[config.mk]
export PLATFORM = sky130hd
export DESIGN_NAME = cordic_nco_sched
export DESIGN_NICKNAME = d
export VERILOG_FILES = /design/src/rtl/cordic_nco_sched.sv
export SDC_FILE = /design/constraint.sdc
export NUM_CORES = 1
export LEC_CHECK = 0
export BUFFER_PORTS_ARGS = -buffer_cell sky130_fd_sc_hd__buf_2
export CAP_MARGIN = 20
export CORE_MARGIN = 2
export CORE_UTILIZATION = 30
export DETAILED_ROUTE_END_ITERATION = 10
export PLACE_DENSITY = 0.44
export SETUP_SLACK_MARGIN = 0.2
export SLEW_MARGIN = 40
export SYNTH_ARGS = -nofsm -noshare
export SYNTH_HDL_FRONTEND = slang
export SYNTH_SLANG_ARGS = --single-unit
[constraint.sdc]
create_clock -name clk -period 5.95 [get_ports clk]
set_clock_uncertainty 0.15 [all_clocks]
set_input_delay 1.19 -clock clk [delete_from_list [all_inputs] [get_ports clk]]
set_output_delay 1.19 -clock clk [all_outputs]
set_load 0.03 [all_outputs]
[src/rtl/cordic_nco_sched.sv]
`default_nettype none
// ============================================================================
// Module   : cordic_nco_sched
// Purpose  : Round-robin scheduler sharing one CORDIC rotation pipeline
//            between NCH NCO channels. Each channel owns a phase accumulator
//            and a phase increment. A tag pipe that mirrors the CORDIC depth
//            labels every returned sample with its channel.
// Ports    : clk, reset_n (async, active-low), ce (global advance enable)
//            ch_en           per-channel round-robin participation
//            cfg_wr/cfg_ch/cfg_sel/cfg_data   register write port (ignores ce)
//            sync            zeroes every phase accumulator
//            cor_ce/cor_phase -> CORDIC,  cor_cos/cor_sin <- CORDIC
//            out_valid/out_ch/out_cos/out_sin   tagged result
// Option   : CORDIC_NCO_PHASE_OFFSET_EN adds a per-channel phase offset
//            register selected by cfg_sel=1.
// Revision : 1.0  initial release
// ============================================================================
module cordic_nco_sched #(
   parameter int NCH        = 4,
   parameter int PW         = 19,
   parameter int OW         = 12,
   parameter int CORDIC_LAT = 17
) (
   input  logic                    clk,
   input  logic                    reset_n,
   input  logic                    ce,
   input  logic [NCH-1:0]          ch_en,
   input  logic                    cfg_wr,
   input  logic [$clog2(NCH)-1:0]  cfg_ch,
   input  logic                    cfg_sel,
   input  logic [PW-1:0]           cfg_data,
   input  logic                    sync,
   output logic                    cor_ce,
   output logic [PW-1:0]           cor_phase,
   input  logic [OW-1:0]           cor_cos,
   input  logic [OW-1:0]           cor_sin,
   output logic                    out_valid,
   output logic [$clog2(NCH)-1:0]  out_ch,
   output logic [OW-1:0]           out_cos,
   output logic [OW-1:0]           out_sin
);
   localparam int c_cw        = $clog2(NCH);
   localparam int c_tag_depth = CORDIC_LAT + 1;

   logic [PW-1:0]   r_acc    [NCH];
   logic [PW-1:0]   r_inc    [NCH];
   logic [c_cw-1:0] r_rr;
   logic [PW-1:0]   r_phase;
   logic            r_tag_v  [c_tag_depth];
   logic [c_cw-1:0] r_tag_ch [c_tag_depth];

   logic            w_found;
   logic [c_cw-1:0] w_sel;
   logic            w_issue;
   logic            w_cfg_ok;
   logic            w_inc_wr;
   logic [PW-1:0]   w_phase_next;

   // First enabled channel strictly after r_rr, wrapping; offset NCH
   // revisits r_rr itself so a lone enabled channel issues every cycle.
   always_comb begin
      w_found = 1'b0;
      w_sel   = '0;
      for (int i = 1; i <= NCH; i++) begin
         int j;
         j = int'(r_rr) + i;
         if (j >= NCH) j = j - NCH;
         if (!w_found && ch_en[j]) begin
            w_found = 1'b1;
            w_sel   = c_cw'(j);
         end
      end
   end

   assign w_issue  = ce & w_found;
   // Only matters when NCH is not a power of two.
   assign w_cfg_ok = cfg_wr & ({1'b0, cfg_ch} < (c_cw+1)'(NCH));

`ifdef CORDIC_NCO_PHASE_OFFSET_EN
   logic [PW-1:0] r_off [NCH];
   logic          w_off_wr;

   assign w_inc_wr     = w_cfg_ok & ~cfg_sel;
   assign w_off_wr     = w_cfg_ok &  cfg_sel;
   assign w_phase_next = r_acc[w_sel] + r_off[w_sel];

   always_ff @(posedge clk or negedge reset_n) begin
      if (!reset_n) begin
         for (int i = 0; i < NCH; i++) r_off[i] <= '0;
      end else if (w_off_wr) begin
         r_off[cfg_ch] <= cfg_data;
      end
   end
`else
   logic w_unused_cfg_sel;

   assign w_unused_cfg_sel = cfg_sel;
   assign w_inc_wr         = w_cfg_ok;
   assign w_phase_next     = r_acc[w_sel];
`endif

   // Accumulators, increments, scheduler pointer and issued phase.
   // The accumulate uses the pre-write increment, so a concurrent cfg write
   // only affects the channel's following issue; sync wins over accumulate.
   always_ff @(posedge clk or negedge reset_n) begin
      if (!reset_n) begin
         for (int i = 0; i < NCH; i++) begin
            r_acc[i] <= '0;
            r_inc[i] <= '0;
         end
         r_rr    <= c_cw'(NCH - 1);
         r_phase <= '0;
      end else begin
         for (int i = 0; i < NCH; i++) begin
            if (sync)
               r_acc[i] <= '0;
            else if (w_issue && (w_sel == c_cw'(i)))
               r_acc[i] <= r_acc[i] + r_inc[i];
            if (w_inc_wr && (cfg_ch == c_cw'(i)))
               r_inc[i] <= cfg_data;
         end
         if (w_issue) begin
            r_rr    <= w_sel;
            r_phase <= w_phase_next;
         end
      end
   end

   // Tag pipe: advances in lockstep with the CORDIC, i.e. only when ce=1.
   always_ff @(posedge clk or negedge reset_n) begin
      if (!reset_n) begin
         for (int i = 0; i < c_tag_depth; i++) begin
            r_tag_v[i]  <= 1'b0;
            r_tag_ch[i] <= '0;
         end
      end else if (ce) begin
         r_tag_v[0]  <= w_found;
         r_tag_ch[0] <= w_found ? w_sel : '0;
         for (int i = 1; i < c_tag_depth; i++) begin
            r_tag_v[i]  <= r_tag_v[i-1];
            r_tag_ch[i] <= r_tag_ch[i-1];
         end
      end
   end

   assign cor_ce    = ce;
   assign cor_phase = r_phase;
   assign out_valid = r_tag_v[c_tag_depth-1] & ce;
   assign out_ch    = r_tag_ch[c_tag_depth-1];
   assign out_cos   = cor_cos;
   assign out_sin   = cor_sin;

endmodule
`default_nettype wire

==> results of run 1 <==
[worst register-to-register path: cells and delay by family, from the launching register on]
kind,cells,cell delay [ps]
flops,1,390
compound gates,4,970
simple gates,2,350
fa+ha+maj,2,640
mux,2,690
[how the worst max path moves through the flow]
stage / start / to / slack [ps]
final: ce / out_valid / 2380
after global routing: ce / out_valid / 2300
after CTS: ce / out_valid / 2350
after detailed placement: ch_en[0] / r_acc[36]$_DFFE_PN0P_ / 1960
after global placement: ch_en[0] / r_acc[36]$_DFFE_PN0P_ / 2030
after floorplan: ce / out_valid / 2460
[kinds of logic after synthesis]
| group | after synthesis |
|---|---|
| compound gates | 296 |
| xor+xnor | 51 |
| fa+ha+maj | 76 |
| buf+inv | 104 |
| flops | 227 |
| mux | 169 |
| simple gates | 319 |
[routing by layer]
layer,wire length (um),vias up,GRT usage
li1,-,4492,-
met1,15900,4495,0.210
met2,14700,161,0.242
met3,1130,36,0.0247
met4,501,0,0.0296
met5,0,-,0
[flip-flops by register name (all words and copies together) (netlist names)]
register and count:
r_acc 76, r_tag_v 18, cor_phase 19, r_rr 2, r_tag_ch 34, out_ch 2
r_inc 76
[stage by stage]
stage                     power [mW]  cells  cell area [um^2]  hold WS [ps]  setup WS [ps]
after CTS                       5.38   1819             14500           342           2350
final                           5.30   1820             14500           334           2380
after global placement          3.45   1767             13400           319           2030
after detailed placement        3.48   1768             13500           322           1960
after global routing            5.64   1820             14500           365           2300
after floorplan                 3.13   1242             12800           298           2460
[report_power, final]
part / switching, mW / leakage, nW / internal [mW] / total [mW]
Sequential: 0.202 / 2.85 / 1.88 / 2.08
Clock: 0.690 / 0.484 / 1.17 / 1.86
Combinational: 0.755 / 3.25 / 0.610 / 1.37
[layout by cell type, fill, tap and decap left out, types with 21 or more instances in the layout]
| cell type | instances |
|---|---|
| nand2_1 | 140 |
| a21o_1 | 30 |
| dfrtp_1 | 225 |
| nor2_1 | 86 |
| ha_1 | 72 |
| o21ai_0 | 67 |
| mux2_2 | 148 |
| a21oi_1 | 103 |
| xnor2_1 | 32 |
| buf_2 | 51 |
| clkbuf_16 | 29 |
| inv_1 | 23 |
| mux2i_1 | 21 |
[cell type report]
class                      count  area, um^2  area share
clock buffer                  37         806      0.0556
clock inverter                14         211      0.0146
inverter                      24        90.1     0.00621
multi-input combinational    911        6600       0.455
sequential                   227        5680       0.392
tap                          539         674      0.0465
timing repair buffer          68         433      0.0299
==> run_results.csv, run 1 <==
group,metric,value,unit
worst_setup_path,end_kind,"output port",
yosys,synth_ff_type,"dfrtp_1",
worst_hold_path,hold_class,"reg2reg",
yosys,synth-edff-count,0,
yosys,yosys_warnings,0,
worst_setup_path,cpLargestDelayFamily,"buffers and inverters",
timing,finalCriticalPeriod,3570,ps
final_layout,nFillCells,4301,
worst_setup_path,r2r_end,"r_acc[37]$_DFFE_PN0P_",
yosys,muxShareOfSynthArea,0.147,
worst_setup_path,path_depth,4,
yosys,synth_top_family_by_area,"multiplexers",
flow_run,max_cap_violations,0,
pwr,p_leak,6.58,nW
die,initial_core_util,0.304,
yosys,ys_ff_latch,227,
worst_setup_path,path_cells,"buf_2 > buf_4 > and2_1 > buf_2",
drt,ant_nets,0,
clock_network,clk_path_buf_depth,3,
yosys,synthArstFlopShare,1.00,
global_routing,overflow,0,
clock_network,cts_root_buf,"clkbuf_16",
worst_setup_path,worstSetupPathType,"in2out",
drt,drt-initial-drc-count,420,
clock_network,worstSkewPairLatency,550,ps
clock_network,cts_sinks,227,
clock_network,cts-buffers-inserted,28,
pwr,vdd_drop_max,0.217,mV
worst_setup_path,critPathMaxStageDelay,530,ps
yosys,syn-cell-area,12800,um^2
clock_network,path_clk_slew,60,ps
clock_network,h-tree-depth,1,
yosys,netlist_instances,1242,
die,die_area,44200,um^2
timing,timing.slew.headroom,0.460,
worst_setup_path,reg2reg_from,"r_acc[19]$_DFFE_PN0P_",
worst_setup_path,cp_data_required_time,4610,ps
drt,num_vias,9184,
timing,grt_setup_unrepaired,"false",
worst_setup_path,path_max_fanout,57,
worst_setup_path,worstPathArrival,2230,ps
worst_setup_path,cp-start-kind,"input pin",
placement,dp_hpwl,22.5,mm
yosys,synth-simple-area-share,0.111,
placement,gp_congestion,0.800,
global_routing,grt_pass1_wl,52.2,mm
timing,max_freq,0.280,GHz
die,rows,75,
die,io_pins,102,
drt,drcViolationCount,0,
final_layout,design.final.nets,1391,
die,core_area,41900,um^2
timing,finalCritPeriodShare,0.600,
yosys,yosysSeqAreaShare,0.445,
placement,port_buffers,52,
yosys,yosysTopAreaCell,"dfrtp_1",
global_routing,grt_pass1_vias,9214,
worst_hold_path,hold-path-endpoint,"r_tag_v[17]$_DFFE_PN0P_",
pwr,power_density,366,nW/um^2
worst_setup_path,reg2regPathDepth,10,
clock_network,hold_buffers,0,
die,die_x,210,um
worst_setup_path,path_common_cell,"buf_2",
yosys,synth.most_common_cell,"dfrtp_1",
yosys,synth_top_area_frac,0.441,
yosys,ys_top_cells_by_area,"dfrtp_1 44%, mux2_2 13%, ha_1 7.1%, nand2_1 4.1%, a21oi_1 4.0%",
run_status,status,"completed",
drt,first_pass_iters,5,
timing,tightest_slew,809,ps
die,die_y,210,um
final_layout,diodes,0,
global_routing,grtUsageTotal,0.149,
worst_setup_path,critPathSlowestCell,"buf_4",
timing,drv_slew,0,
clock_network,tritoncts,"yes",
final_layout,post-route-util,0.346,
timing,hold_violations,0,
drt,drt_wl_total,32.3,mm
final_layout,layout-drive-gt1-share,0.218,
yosys,synthAdderAreaFrac,0.0769,
yosys,syn_nets,1373,
worst_hold_path,min_path_cells,1,
worst_setup_path,rrSetupSlack,2630,ps
yosys,synth_compound_area_frac,0.145,
yosys,synth_xor_area_frac,0.0350,
final_layout,syn_to_final_growth,13.6,%
clock_network,cts_resized,0,
timing,tns,0,ps
yosys,synth_cell_types,64,
yosys,synth_commonest_cells,"225 x dfrtp_1, 148 x mux2_2, 141 x nand2_1",
worst_setup_path,cp.buffers_inverters,3,
global_routing,grt_start_max_net_pins,117,
drt,routed_via_density,5.05,
clock_network,cts_setup_buffers,0,
timing,setup_viol_count_final,0,
worst_hold_path,hold_start,"r_tag_v[17]$_DFFE_PN0P_",
yosys,avgSynthCellArea,10.3,um^2
drt,wl_per_cell,17.7,um
global_routing,antenna_found_initial,0,
Power figures use the tool's default switching activity.
==> inputs of run 2 (changes only) <==
- PLACE_DENSITY: 0.44 -> 0.45
- clock period: 5.95 -> 3.2 ns (I/O delays scaled with it)
==> run_results.csv, run 2 (synthesis gave the netlist of run 1 again) <==
group,metric,value,unit
run_status,status,"completed",
final_layout,design.final.nets,1414,
pwr,power_frac_clock,0.326,
pwr,p_sw,3.04,mW
drt,routed_via_density,5.05,
final_layout,layout-drive-gt1-share,0.238,
die,die_y,210,um
worst_setup_path,worstPathArrival,3280,ps
placement,dp_hpwl,23.3,mm
worst_setup_path,cp.buffers_inverters,0,
final_layout,nFillCells,4197,
clock_network,tritoncts,"yes",
pwr,vdd_drop_max,0.331,mV
timing,max_freq,0.337,GHz
global_routing,grtUsageTotal,0.150,
drt,drcViolationCount,0,
timing,timing.slew.headroom,0.558,
worst_hold_path,hold_class,"in2reg",
worst_setup_path,worstSetupPathType,"reg2reg",
drt,drt_wl_total,32.5,mm
clock_network,h-tree-depth,1,
clock_network,worstSkewPairLatency,550,ps
clock_network,clk_path_buf_depth,3,
die,die_area,44200,um^2
die,die_x,210,um
final_layout,diodes,0,
timing,grt_setup_unrepaired,"true",
die,initial_core_util,0.304,
global_routing,grt_pass1_vias,9139,
worst_setup_path,critPathSlowestCell,"or4_1",
worst_setup_path,end_kind,"flop",
placement,port_buffers,52,
worst_setup_path,critPathMaxStageDelay,460,ps
clock_network,path_clk_slew,60,ps
global_routing,grt_start_max_net_pins,80,
timing,drv_slew,0,
global_routing,antenna_found_initial,0,
pwr,switching_share,0.317,
pwr,seqPwrFrac,0.402,
timing,tns,0,ps
worst_setup_path,cpLargestDelayFamily,"compound AO/OA/AOI/OAI gates",
timing,tightest_slew,660,ps
die,core_area,41900,um^2
clock_network,cts_sinks,227,
worst_setup_path,cp-start-kind,"flop",
drt,drt-initial-drc-count,516,
pwr,power_density,655,nW/um^2
flow_run,max_cap_violations,0,
worst_setup_path,path_cells,"ha_1 > fa_2 > a211oi_4 > o21ai_2 > a31o_2 > a31oi_4 > o31ai_2 > o21a_1 > or4_1 > a21oi_1",
die,rows,75,
drt,first_pass_iters,5,
clock_network,cts_root_buf,"clkbuf_16",
timing,finalCriticalPeriod,2970,ps
pwr,p_leak,6.67,nW
worst_setup_path,cp_data_required_time,3510,ps
final_layout,syn_to_final_growth,14.9,%
drt,wl_per_cell,17.7,um
final_layout,top_regs,"r_acc (76), r_inc (76), r_tag_ch (34)",
drt,num_vias,9278,
worst_setup_path,path_max_fanout,3,
final_layout,final_common_cell,"dfrtp_1",
timing,whs,255,ps
timing,finalCritPeriodShare,0.929,
timing,setup_viol_count_final,0,
drt,ant_nets,0,
placement,gp_congestion,0.806,
pwr,pwr-share-comb,0.272,
pwr,p_int,6.56,mW
global_routing,grt_pass1_wl,52.1,mm
clock_network,cts-buffers-inserted,28,
final_layout,layout_common_cells,"225 x dfrtp_1, 148 x mux2_2, 141 x nand2_1",
timing,hold_violations,0,
die,io_pins,102,
global_routing,overflow,0,
-- run 2: changes by cell type in the layout (fill, tap and decap cells not counted), sizes merged --
cell and delta:
buf +23, clkbuf +1, dlygate4sd3 +1, bufinv -3, clkinvlp -3
-- run 2: layer usage --
| layer | global-route usage | vias up | share of wire |
|---|---|---|---|
| met5 | 0 | - | 0 |
| met4 | 0.0276 | 0 | 0.017 |
| met3 | 0.0226 | 35 | 0.033 |
| met2 | 0.245 | 145 | 0.46 |
| met1 | 0.212 | 4581 | 0.49 |
| li1 | - | 4517 | - |
-- run 2: stage by stage --
step	cell area [um^2]	setup slack [ps]	util	power, mW	std cells
6_report	14700	228	0.349	9.61	1839
5_1_grt	14700	136	0.349	10.2	1839
4_1_cts	14600	150	0.348	9.72	1838
3_5_place_dp	13600	28.4	0.325	6.51	1788
3_3_place_gp	13600	19.1	0.325	6.47	1788
2_1_floorplan	12800	303	-	5.81	1242
-- run 2: path summary, 6_finish.rpt --
| path | endpoint | cells past startpoint | slack [ps] | start |
|---|---|---|---|---|
| min | r_inc[50]$_DFFE_PN0P_ | 2 | 250 | cfg_data[12] |
| max reg2reg | r_acc[75]$_DFFE_PN0P_ | 10 | 230 | r_acc[57]$_DFFE_PN0P_ |
| max | r_acc[75]$_DFFE_PN0P_ | 10 | 230 | r_acc[57]$_DFFE_PN0P_ |
| min in group asynchronous | r_tag_ch[14]$_DFFE_PN0P_ | 2 | 530 | reset_n |
| max in group asynchronous | r_inc[19]$_DFFE_PN0P_ | 3 | 1600 | reset_n |
| min reg2reg | r_tag_v[17]$_DFFE_PN0P_ | 1 | 330 | r_tag_v[17]$_DFFE_PN0P_ |
-- run 2: repair_timing --
item | CTS | global route
setup endpoints to repair | 3 | 10
buffers inserted | 2 | 1
gates resized for setup | 7 | 15
hold buffers | 1 | 0
endpoints found under the hold margin | 71 | 0
gates cloned | 0 | 0
pin swaps | 4 | 5
-- run 2: area by class of cell --
type	instances	area, um^2	share of cell area
clock buffers	39	803	0.0548
clock inverters	8	98.8	0.00674
inverters	24	90.1	0.00615
multi-input cells	911	6680	0.456
flip-flops and latches	227	5680	0.388
well taps	539	674	0.0460
repair buffers	91	628	0.0428
-- run 2: power groups by stage --
| stage | combinational, mW | sequential [mW] | clock (mW) |
|---|---|---|---|
| final | 2.62 | 3.86 | 3.13 |
| after detailed placement | 2.59 | 3.92 | 0 |
| after CTS | 2.61 | 3.87 | 3.23 |
| after global routing | 2.93 | 3.95 | 3.35 |
| after floorplan | 1.93 | 3.89 | 0 |
| after global placement | 2.56 | 3.91 | 0 |
